==> config.mk <==
export PLATFORM = sky130hd
export DESIGN_NAME = apu_dma_controller
export DESIGN_NICKNAME = d
export VERILOG_FILES = /design/src/rtl/apu_pkg.sv /design/src/rtl/apu_dma_controller.sv
export SDC_FILE = /design/constraint.sdc
export NUM_CORES = 1
export LEC_CHECK = 0
export CAP_MARGIN = 10
export CORE_MARGIN = 5
export CORE_UTILIZATION = 50
export CTS_BUF_LIST = sky130_fd_sc_hd__clkbuf_4
export CTS_CLUSTER_DIAMETER = 80
export DETAILED_ROUTE_END_ITERATION = 8
export PLACE_DENSITY = 0.95
export SETUP_SLACK_MARGIN = 0.2
export SYNTH_ARGS = -nofsm -noshare
export SYNTH_HDL_FRONTEND = slang
export SYNTH_SLANG_ARGS = --single-unit
==> constraint.sdc <==
create_clock -name clk -period 3.8 [get_ports clk]
set_input_delay 1.14 -clock clk [delete_from_list [all_inputs] [get_ports clk]]
set_output_delay 1.14 -clock clk [all_outputs]
set_load 0.03 [all_outputs]
==> src/rtl/apu_pkg.sv <==
// Shared types and constants for the APU DMA controller.
// The dispatch helper encodes the DMC-over-OAM priority used at every GET slot.
package apu_pkg;

    typedef enum logic [2:0] {
        IDLE,
        HALT,
        ALIGN,
        OAM_GET,
        OAM_PUT,
        DMC_GET
    } dma_state_t;

    typedef enum logic {
        GET,
        PUT
    } parity_t;

    localparam logic [15:0] DEF_OAM_DATA_ADDR    = 16'h2004;
    localparam logic [15:0] DEF_OAM_TRIGGER_ADDR = 16'h4014;

    // Decision taken when the following CPU cycle is a GET slot.
    function automatic dma_state_t dispatch(input logic dmc_req, input logic oam_pending);
        if (dmc_req) begin
            return DMC_GET;
        end
        if (oam_pending) begin
            return OAM_GET;
        end
        return IDLE;
    endfunction

endpackage

==> src/rtl/apu_dma_controller.sv <==
// CPU-bus DMA sequencer: OAM sprite DMA ($4014) and APU DMC sample fetches,
// arbitrated on GET/PUT cycle parity while the CPU is held through RDY.
module apu_dma_controller
    import apu_pkg::*;
#(
    parameter logic [15:0] OAM_DATA_ADDR    = DEF_OAM_DATA_ADDR,
    parameter logic [15:0] OAM_TRIGGER_ADDR = DEF_OAM_TRIGGER_ADDR
) (
    input  logic        clk,
    input  logic        rst,
    input  logic        cpu_clk,
    input  logic [15:0] cpu_a,
    input  logic        cpu_r_nw,
    input  logic [7:0]  cpu_dout,
    input  logic [7:0]  mem_din,
    input  logic        dmc_req,
    input  logic [14:0] dmc_addr,
    output logic        dmc_ack,
    output logic        cpu_rdy,
    output logic        dma_own,
    output logic [15:0] bus_a,
    output logic        bus_r_nw,
    output logic [7:0]  bus_dout
);

    dma_state_t  state_q, state_d;
    parity_t     parity_q;
    logic        oam_pending_q, oam_pending_d;
    logic [7:0]  page_q, page_d;
    logic [7:0]  idx_q, idx_d;
    logic [7:0]  latch_q, latch_d;
    logic [15:0] cpu_a_q, cpu_a_d;
    logic        trigger;

    assign trigger  = !cpu_r_nw && (cpu_a == OAM_TRIGGER_ADDR);
    assign bus_dout = latch_q;

    always_comb begin
        state_d       = state_q;
        oam_pending_d = oam_pending_q;
        page_d        = page_q;
        idx_d         = idx_q;
        latch_d       = latch_q;
        cpu_a_d       = cpu_a_q;
        cpu_rdy       = 1'b1;
        dma_own       = 1'b0;
        dmc_ack       = 1'b0;
        bus_a         = '0;
        bus_r_nw      = 1'b1;

        unique case (state_q)
            IDLE: begin
                if (oam_pending_q || dmc_req) begin
                    state_d = HALT;
                end
            end
            HALT: begin
                cpu_rdy = 1'b0;
                // The CPU only stops on a read; that read doubles as the first alignment slot.
                if (cpu_r_nw) begin
                    cpu_a_d = cpu_a;
                    state_d = (parity_q == PUT) ? dispatch(dmc_req, oam_pending_q) : ALIGN;
                end
            end
            ALIGN: begin
                cpu_rdy = 1'b0;
                dma_own = 1'b1;
                bus_a   = cpu_a_q;
                if (parity_q == PUT) begin
                    state_d = dispatch(dmc_req, oam_pending_q);
                end
            end
            DMC_GET: begin
                cpu_rdy = 1'b0;
                dma_own = 1'b1;
                dmc_ack = 1'b1;
                bus_a   = {1'b1, dmc_addr};
                state_d = ALIGN;
            end
            OAM_GET: begin
                cpu_rdy = 1'b0;
                dma_own = 1'b1;
                bus_a   = {page_q, idx_q};
                latch_d = mem_din;
                state_d = OAM_PUT;
            end
            OAM_PUT: begin
                cpu_rdy  = 1'b0;
                dma_own  = 1'b1;
                bus_a    = OAM_DATA_ADDR;
                bus_r_nw = 1'b0;
                if (idx_q == 8'hFF) begin
                    idx_d         = 8'h00;
                    oam_pending_d = 1'b0;
                    state_d       = dispatch(dmc_req, 1'b0);
                end else begin
                    idx_d   = idx_q + 8'd1;
                    state_d = dispatch(dmc_req, 1'b1);
                end
            end
            default: begin
                state_d = IDLE;
            end
        endcase

        // A trigger landing on the final PUT must win over the pending clear.
        if (trigger) begin
            page_d        = cpu_dout;
            oam_pending_d = 1'b1;
        end
    end

    always_ff @(posedge clk or negedge rst) begin
        if (!rst) begin
            state_q       <= IDLE;
            parity_q      <= GET;
            oam_pending_q <= 1'b0;
            page_q        <= 8'h00;
            idx_q         <= 8'h00;
            latch_q       <= 8'h00;
            cpu_a_q       <= 16'h0000;
        end else if (cpu_clk) begin
            state_q       <= state_d;
            parity_q      <= (parity_q == GET) ? PUT : GET;
            oam_pending_q <= oam_pending_d;
            page_q        <= page_d;
            idx_q         <= idx_d;
            latch_q       <= latch_d;
            cpu_a_q       <= cpu_a_d;
        end
    end

endmodule

==> run summary, run 1 <==
Largest net degree at the start of global routing: 46
WHS Endpoint: bus_dout[4]$_DFFE_PN0P_
Area added between synthesis and finish: 36.1%
Antenna violation net count after detailed routing: 0
Library cells used by synthesis: 41
Drt drc: 0
Cts hold-fix bufs: 0
Slew HR: 0.343
Area of the die: 0.00645 mm2
Worst VDD drop: 567 uV
Number of filler cells placed in the layout: 350
Clock power frac: 0.114
Clk root buf: sky130_fd_sc_hd__clkbuf_4
Post-synth net total: 290
Number of antenna diodes: 0
Cells taking the most area after synthesis: sky130_fd_sc_hd__dfrtp_1 (46%), sky130_fd_sc_hd__mux2_2 (15%), sky130_fd_sc_hd__mux2i_1 (6.5%), sky130_fd_sc_hd__nor2b_1 (4.3%), sky130_fd_sc_hd__a21oi_1 (3.0%)
Total congestion overflow after global routing: 0
Number of placement rows: 25
Proportion of synthesized chip area in sequential cells: 0.456
Area taken by multi-input logic gates: 0.00127 mm2
Initial DRC count: 181
Post-Syn Area: 0.00247 mm2
Class of the tightest hold or removal check: reg2reg
Startpoint of the worst register-to-register path: state_q[2]$_DFFE_PN0P_
Die span in x: 80.3 um
Power density normalized to cell area: 586 mW/mm2
Number of global-route vias before repair: 2195
Yosys warnings: 0
Number of violations of the max-capacitance limit: 0
Average instance area after synthesis: 10.5 um2
Post-synthesis cell count: 236
Number of I/O pins: 80
Max Clock Freq: 284 MHz
Critical Path End Type: primary output
Sequential cell area: 0.00113 mm2
Worst Setup Path Type: reg2out
Global placer's final weighted congestion: 0.835
Total number of clock tree sinks: 45
CTS tree: yes
GRT Overall Usage: 0.217
Max-slew violation count: 0
Fin. Hold Viols: 0
Combinational share of power: 0.483
CTS clock-pin slew for the worst setup and hold paths: 0.13 ns
Cts bufs inserted: 5
EDFF count, synth: 0
Share of the synthesized area in the top cell type: 0.456
Share of synthesized registers carrying an async set or reset: 1.00
Initial core utilization: 0.519
Post-detailed-placement half-perimeter wirelength: 5.02 mm
Core Region: 0.00475 mm2
Post-Route Skew: 0.00887 ns
Pre-Repair DR Iteration Count: 4
Post-synthesis cell type with the largest combined area: sky130_fd_sc_hd__dfrtp_1
Net switching power of the design: 0.797 mW
Post-synthesis sequential element count: 45
Worst Setup Start Kind: flop
Initial antenna violation count: 0
Via count: 2154
Commonest cells after routing, fill and taps aside: sky130_fd_sc_hd__clkdlybuf4s50_1 (61), sky130_fd_sc_hd__dfrtp_1 (44), sky130_fd_sc_hd__mux2_2 (32)
Worst reg2reg path endpoint: cpu_a_q[2]$_DFFE_PN0P_
Fraction of layout cells with a size suffix above 1: 0.212
Routed WL: 6.62 mm
Hold_sp: bus_dout[4]$_DFFE_PN0P_
Wire length of the first global-routing pass: 10.7 mm
H-tree levels: 2
Placement Setup Slack: 0.487 ns
Detailed-route vias per instance: 5.62
Crit path max fanout: 14
Leakage: 1.42 nW
Mean routed wirelength per cell: 17.3 um
Number of buffers between clock root and the deepest sink: 2
Final WS setup: 0.282 ns
Result of the run: finished clean
Shortest period the worst path allows: 3.52 ns
Final clock period utilization by the worst path: 0.926
Count of buffers from port buffering: 79
Required arrival time at the worst endpoint: 2.66 ns
Cell depth of the worst min-delay path: 1
Clock latency on the worst-skew pair: 0.37 ns
Final net count: 369
R2R depth: 5
Internal power: 1.17 mW
Worst Tran Pin Value: 0.986 ns
Switching share of total power: 0.405
Data arrival time of the critical path: 2.38 ns
Total Negative Setup Slacks: 0 ns
Reg power frac: 0.403
Worst reg-to-reg setup slack: 1.94 ns
RSZ-0062 raised after global routing: false
Vertical extent of the die: 80.3 um
Setup violations, final: 0
Primary flip-flop cell chosen by synthesis mapping: sky130_fd_sc_hd__dfrtp_1
Most common cell after layout, fill and taps aside: sky130_fd_sc_hd__clkdlybuf4s50_1
[power groups by stage]
stage	clock network (mW)	logic, mW	registers [mW]
3_5_place_dp	0	0.956	0.797
3_3_place_gp	0	0.921	0.782
5_1_grt	0.248	1.02	0.813
4_1_cts	0.227	0.960	0.785
2_1_floorplan	0	0.594	0.790
6_report	0.225	0.950	0.793
[sequential cells by signal (all words and copies together), names as in the netlist]
register and flops:
cpu_a_q 16, oam_pending_q 1, parity_q 1, page_q 8, state_q 3, bus_dout 8, idx_q 8
[layout make-up]
| class | count | area share |
|---|---|---|
| sequential | 45 | 0.335 |
| tap | 67 | 0.0249 |
| clock inverter | 3 | 0.00372 |
| timing repair buffer | 85 | 0.242 |
| multi-input combinational | 173 | 0.377 |
| inverter | 5 | 0.00558 |
| clock buffer | 5 | 0.0112 |
[critical path, cell delays in order (launching register included)]
cell                              delay, ns
sky130_fd_sc_hd__dfrtp_1               0.68
sky130_fd_sc_hd__ha_1                  0.43
sky130_fd_sc_hd__a31oi_1               0.21
sky130_fd_sc_hd__clkdlybuf4s50_1       0.70
[cell families (layout without fill, tap and decap cells)]
kind of cell / count (synthesis) / count (layout) / share of synthesized area
AO/OA/AOI/OAI: 39 / 39 / 0.0963
XOR/XNOR: 4 / 4 / 0.0142
adder cells (fa/ha/maj): 2 / 2 / 0.0101
buffers and inverters: 18 / 98 / 0.0309
flip-flops: 45 / 45 / 0.456
multiplexers: 48 / 48 / 0.211
AND/OR/NAND/NOR: 80 / 80 / 0.182
[synthesized netlist by cell type (all sizes together) (3+ instances only)]
cell type / n
dfrtp: 45
mux2: 32
nor2: 19
nor2b: 17
mux2i: 16
nand2: 16
a21oi: 15
buf: 7
nand3: 7
o21ai: 7
clkbuf: 6
inv: 5
o22ai: 4
nand2b: 3
nand4: 3
nor4: 3
xnor2: 3
[per-stage QoR]
step                      utilization  cells  power [mW]  cell area, um2  hold WS [ns]
after floorplan                     -    236        1.38            2470         0.471
after global placement          0.696    375        1.70            3310         0.487
after detailed placement        0.696    375        1.75            3310         0.493
after CTS                       0.707    383        1.97            3360         0.522
after global routing            0.707    383        2.08            3360         0.544
final                           0.707    383        1.97            3360         0.522
[how the worst max path moves through the flow]
stage	startpoint	to	slack [ns]	cells past startpoint
after global placement	cpu_clk	page_q[7]$_DFFE_PN0P_	0.47	5
after floorplan	state_q[1]$_DFFE_PN0P_	bus_a[10]	0.76	5
after detailed placement	cpu_clk	page_q[3]$_DFFE_PN0P_	0.49	5
final	state_q[1]$_DFFE_PN0P_	cpu_rdy	0.28	3
after CTS	state_q[1]$_DFFE_PN0P_	cpu_rdy	0.29	3
after global routing	state_q[1]$_DFFE_PN0P_	cpu_rdy	0.21	3
[routing by layer]
layer  part of all wire  track usage
met1               0.37        0.256
met5                  0            0
met3              0.095       0.0549
met4              0.026       0.0895
met2               0.51        0.373
[repair_timing]
action | CTS | global route
resized for setup | 0 | 1
setup buffers | 0 | 0
endpoints found under the setup margin | 0 | 1
Note: power is estimated with default switching activity, not from simulation.
==> run 2, diff against run 1 <==
Settings changed: CTS_BUF_LIST sky130_fd_sc_hd__clkbuf_4 to sky130_fd_sc_hd__clkbuf_8.
==> run 2 against run 1 <==
Net effect: total power increased by 5.4%; combinational power increased by 0.9%; sequential power about the same; worst setup slack improved by 0.086 ns; via count increased by 0.19%; clock power increased by 44%; fmax increased by 2.5%; die area unchanged; hold slack got worse by 0.012 ns; core utilization increased by 1.1 points; routed wire length increased by 2.2%; highest routed layer unchanged.
==> run summary, run 2 (synthesis gave the netlist of run 1 again) <==
Number of buffers added for setup after CTS: 0 (unchanged)
Fin. Hold Viols: 0 (unchanged)
Required arrival time at the worst endpoint: 2.66 ns (about the same)
Leakage: 1.45 nW (+1.8%)
Clk root buf: sky130_fd_sc_hd__clkbuf_8
Vertical extent of the die: 80.3 um (unchanged)
Wire length of the first global-routing pass: 10.9 mm (+1.7%)
Startpoint of the worst register-to-register path: state_q[0]$_DFFE_PN0P_
Top sig layer: met4
Number of buffers between clock root and the deepest sink: 2 (unchanged)
Initial antenna violation count: 0 (unchanged)
Class of the tightest hold or removal check: reg2reg
Global placer's final weighted congestion: 0.835 (unchanged)
Wire length on met2: 3.53 mm (+3.7%)
Number of I/O pins: 80 (unchanged)
Max-slew violation count: 0 (unchanged)
Routed WL: 6.77 mm (+2.2%)
Number of global-route vias before repair: 2209 (+0.64%)
Drt drc: 0 (unchanged)
GRT Overall Usage: 0.218 (+0.00122)
Antenna violation net count after detailed routing: 0 (unchanged)
Routed met3 length: 484 um (-23%)
Power density normalized to cell area: 608 mW/mm2 (+3.8%)
Total number of clock tree sinks: 45 (unchanged)
Worst VDD drop: 422 uV (-26%)
Worst path slowest cell: sky130_fd_sc_hd__clkdlybuf4s50_1
Cts bufs inserted: 5 (unchanged)
Overall Power: 2.07 mW (+5.4%)
Area of the die: 0.00645 mm2 (unchanged)
Post-Route Skew: 0.00219 ns (-0.00668 ns)
Detailed-route vias per instance: 5.63 (+0.19%)
Final clock period utilization by the worst path: 0.903 (-0.0227)
Worst reg-to-reg setup slack: 1.70 ns (-0.24 ns)
Fraction of layout cells with a size suffix above 1: 0.215 (+0.00316)
Total congestion overflow after global routing: 0 (unchanged)
Cell breakdown of the critical path: ha_1, a31oi_1, clkdlybuf4s50_1
Slew HR: 0.350 (+0.00708)
R2R depth: 4 (-1)
Commonest cells after routing, fill and taps aside: sky130_fd_sc_hd__clkdlybuf4s50_1 (61), sky130_fd_sc_hd__dfrtp_1 (45), sky130_fd_sc_hd__mux2_2 (32)
Post-cts repair resize count: 0 (unchanged)
Max FFs per register: 16 (unchanged)
Largest stage delay on the critical path: 0.70 ns (about the same)
Number of violations of the max-capacitance limit: 0 (unchanged)
Worst setup path startpoint: state_q[1]$_DFFE_PN0P_
Setup violations, final: 0 (unchanged)
Largest register by flop count: cpu_a_q
Number of antenna diodes: 0 (unchanged)
WL met1: 2.62 mm (+8.4%)
Core Region: 0.00475 mm2 (unchanged)
Worst Setup Start Kind: flop
Total Negative Setup Slacks: 0 ns (unchanged)
Worst Setup Path Type: reg2out
Result of the run: finished clean
Die span in x: 80.3 um (unchanged)
Endpoint of the worst setup timing path: cpu_rdy
Clock latency on the worst-skew pair: 0.29 ns (-0.08 ns)
Shortest period the worst path allows: 3.43 ns (-0.0863 ns)
Critical Path End Type: primary output
CTS tree: yes
Worst reg2reg path endpoint: cpu_a_q[3]$_DFFE_PN0P_
RSZ-0062 raised after global routing: false
Max Clock Freq: 291 MHz (+2.5%)
Number of placement rows: 25 (unchanged)
Cts hold-fix bufs: 0 (unchanged)
Largest net degree at the start of global routing: 46 (unchanged)
Post-detailed-placement half-perimeter wirelength: 5.02 mm (unchanged)
Via count: 2158 (+0.19%)
Hold_sp: bus_dout[4]$_DFFE_PN0P_
Initial core utilization: 0.519 (unchanged)
CTS clock-pin slew for the worst setup and hold paths: 0.08 ns (-0.05 ns)
Most common cell after layout, fill and taps aside: sky130_fd_sc_hd__clkdlybuf4s50_1
Area added between synthesis and finish: 38.1%
Pre-Repair DR Iteration Count: 4 (unchanged)
Initial DRC count: 166 (-8.3%)
Final net count: 369 (unchanged)
Data arrival time of the critical path: 2.29 ns (-0.09 ns)
Count of buffers from port buffering: 79 (unchanged)
H-tree levels: 2 (unchanged)
Worst Tran Pin Value: 0.976 ns (-0.0106 ns)
Mean routed wirelength per cell: 17.7 um (+2.2%)
Crit path max fanout: 14 (unchanged)
## run 2: changes by cell type in the layout (fill, tap and decap cells not counted)
cell,before,now
sky130_fd_sc_hd__clkbuf_8,0,7
sky130_fd_sc_hd__dfrtp_1,44,45
sky130_fd_sc_hd__dfrtp_2,1,0
sky130_fd_sc_hd__clkinv_1,2,0
sky130_fd_sc_hd__clkbuf_4,5,0
## run 2: cell type report
| type | count | area [um2] |
|---|---|---|
| clock buffer | 7 | 96.3 |
| clock inverter | 1 | 5.00 |
| fill | 346 | 1340 |
| inverter | 5 | 18.8 |
| multi-input combinational | 173 | 1270 |
| sequential | 45 | 1130 |
| tap | 67 | 83.8 |
| timing repair buffer | 85 | 813 |
## run 2: worst min-delay path by stage
stage / to / slack, ns / cells past startpoint
2_1_floorplan: idx_q[2]$_DFFE_PN0P_ / 0.47 / 1
3_3_place_gp: bus_dout[7]$_DFFE_PN0P_ / 0.49 / 1
3_5_place_dp: bus_dout[4]$_DFFE_PN0P_ / 0.49 / 1
4_1_cts: bus_dout[4]$_DFFE_PN0P_ / 0.51 / 1
5_1_grt: bus_dout[6]$_DFFE_PN0P_ / 0.53 / 1
6_report: bus_dout[4]$_DFFE_PN0P_ / 0.51 / 1
## run 2: layer usage
metal | global-route usage | vias to the layer above
met1 | 0.261 | 1058
met5 | 0 | -
met2 | 0.383 | 91
met3 | 0.0549 | 13
met4 | 0.0659 | 0
li1 | - | 996
## run 2: worst max-delay path: cells and delay by family (launching register included)
family                   cells  cell delay (ns)
buffers and inverters        1             0.70
flip-flops                   1             0.66
adder cells (fa/ha/maj)      1             0.43
AO/OA/AOI/OAI                1             0.21
## run 2: per-stage QoR
step | cells | instance area, um2 | worst slack (ns) | hold WS, ns | util
after floorplan | 236 | 2470 | 0.759 | 0.471 | -
after global placement | 375 | 3310 | 0.471 | 0.487 | 0.696
after detailed placement | 375 | 3310 | 0.487 | 0.493 | 0.696
after CTS | 383 | 3410 | 0.379 | 0.512 | 0.717
after global routing | 383 | 3410 | 0.282 | 0.532 | 0.717
final | 383 | 3410 | 0.369 | 0.510 | 0.717
## run 2: report_power, final
part	switching (mW)	internal, mW	total [mW]
Sequential	0.160	0.632	0.792
Combinational	0.486	0.473	0.959
Clock	0.159	0.164	0.323
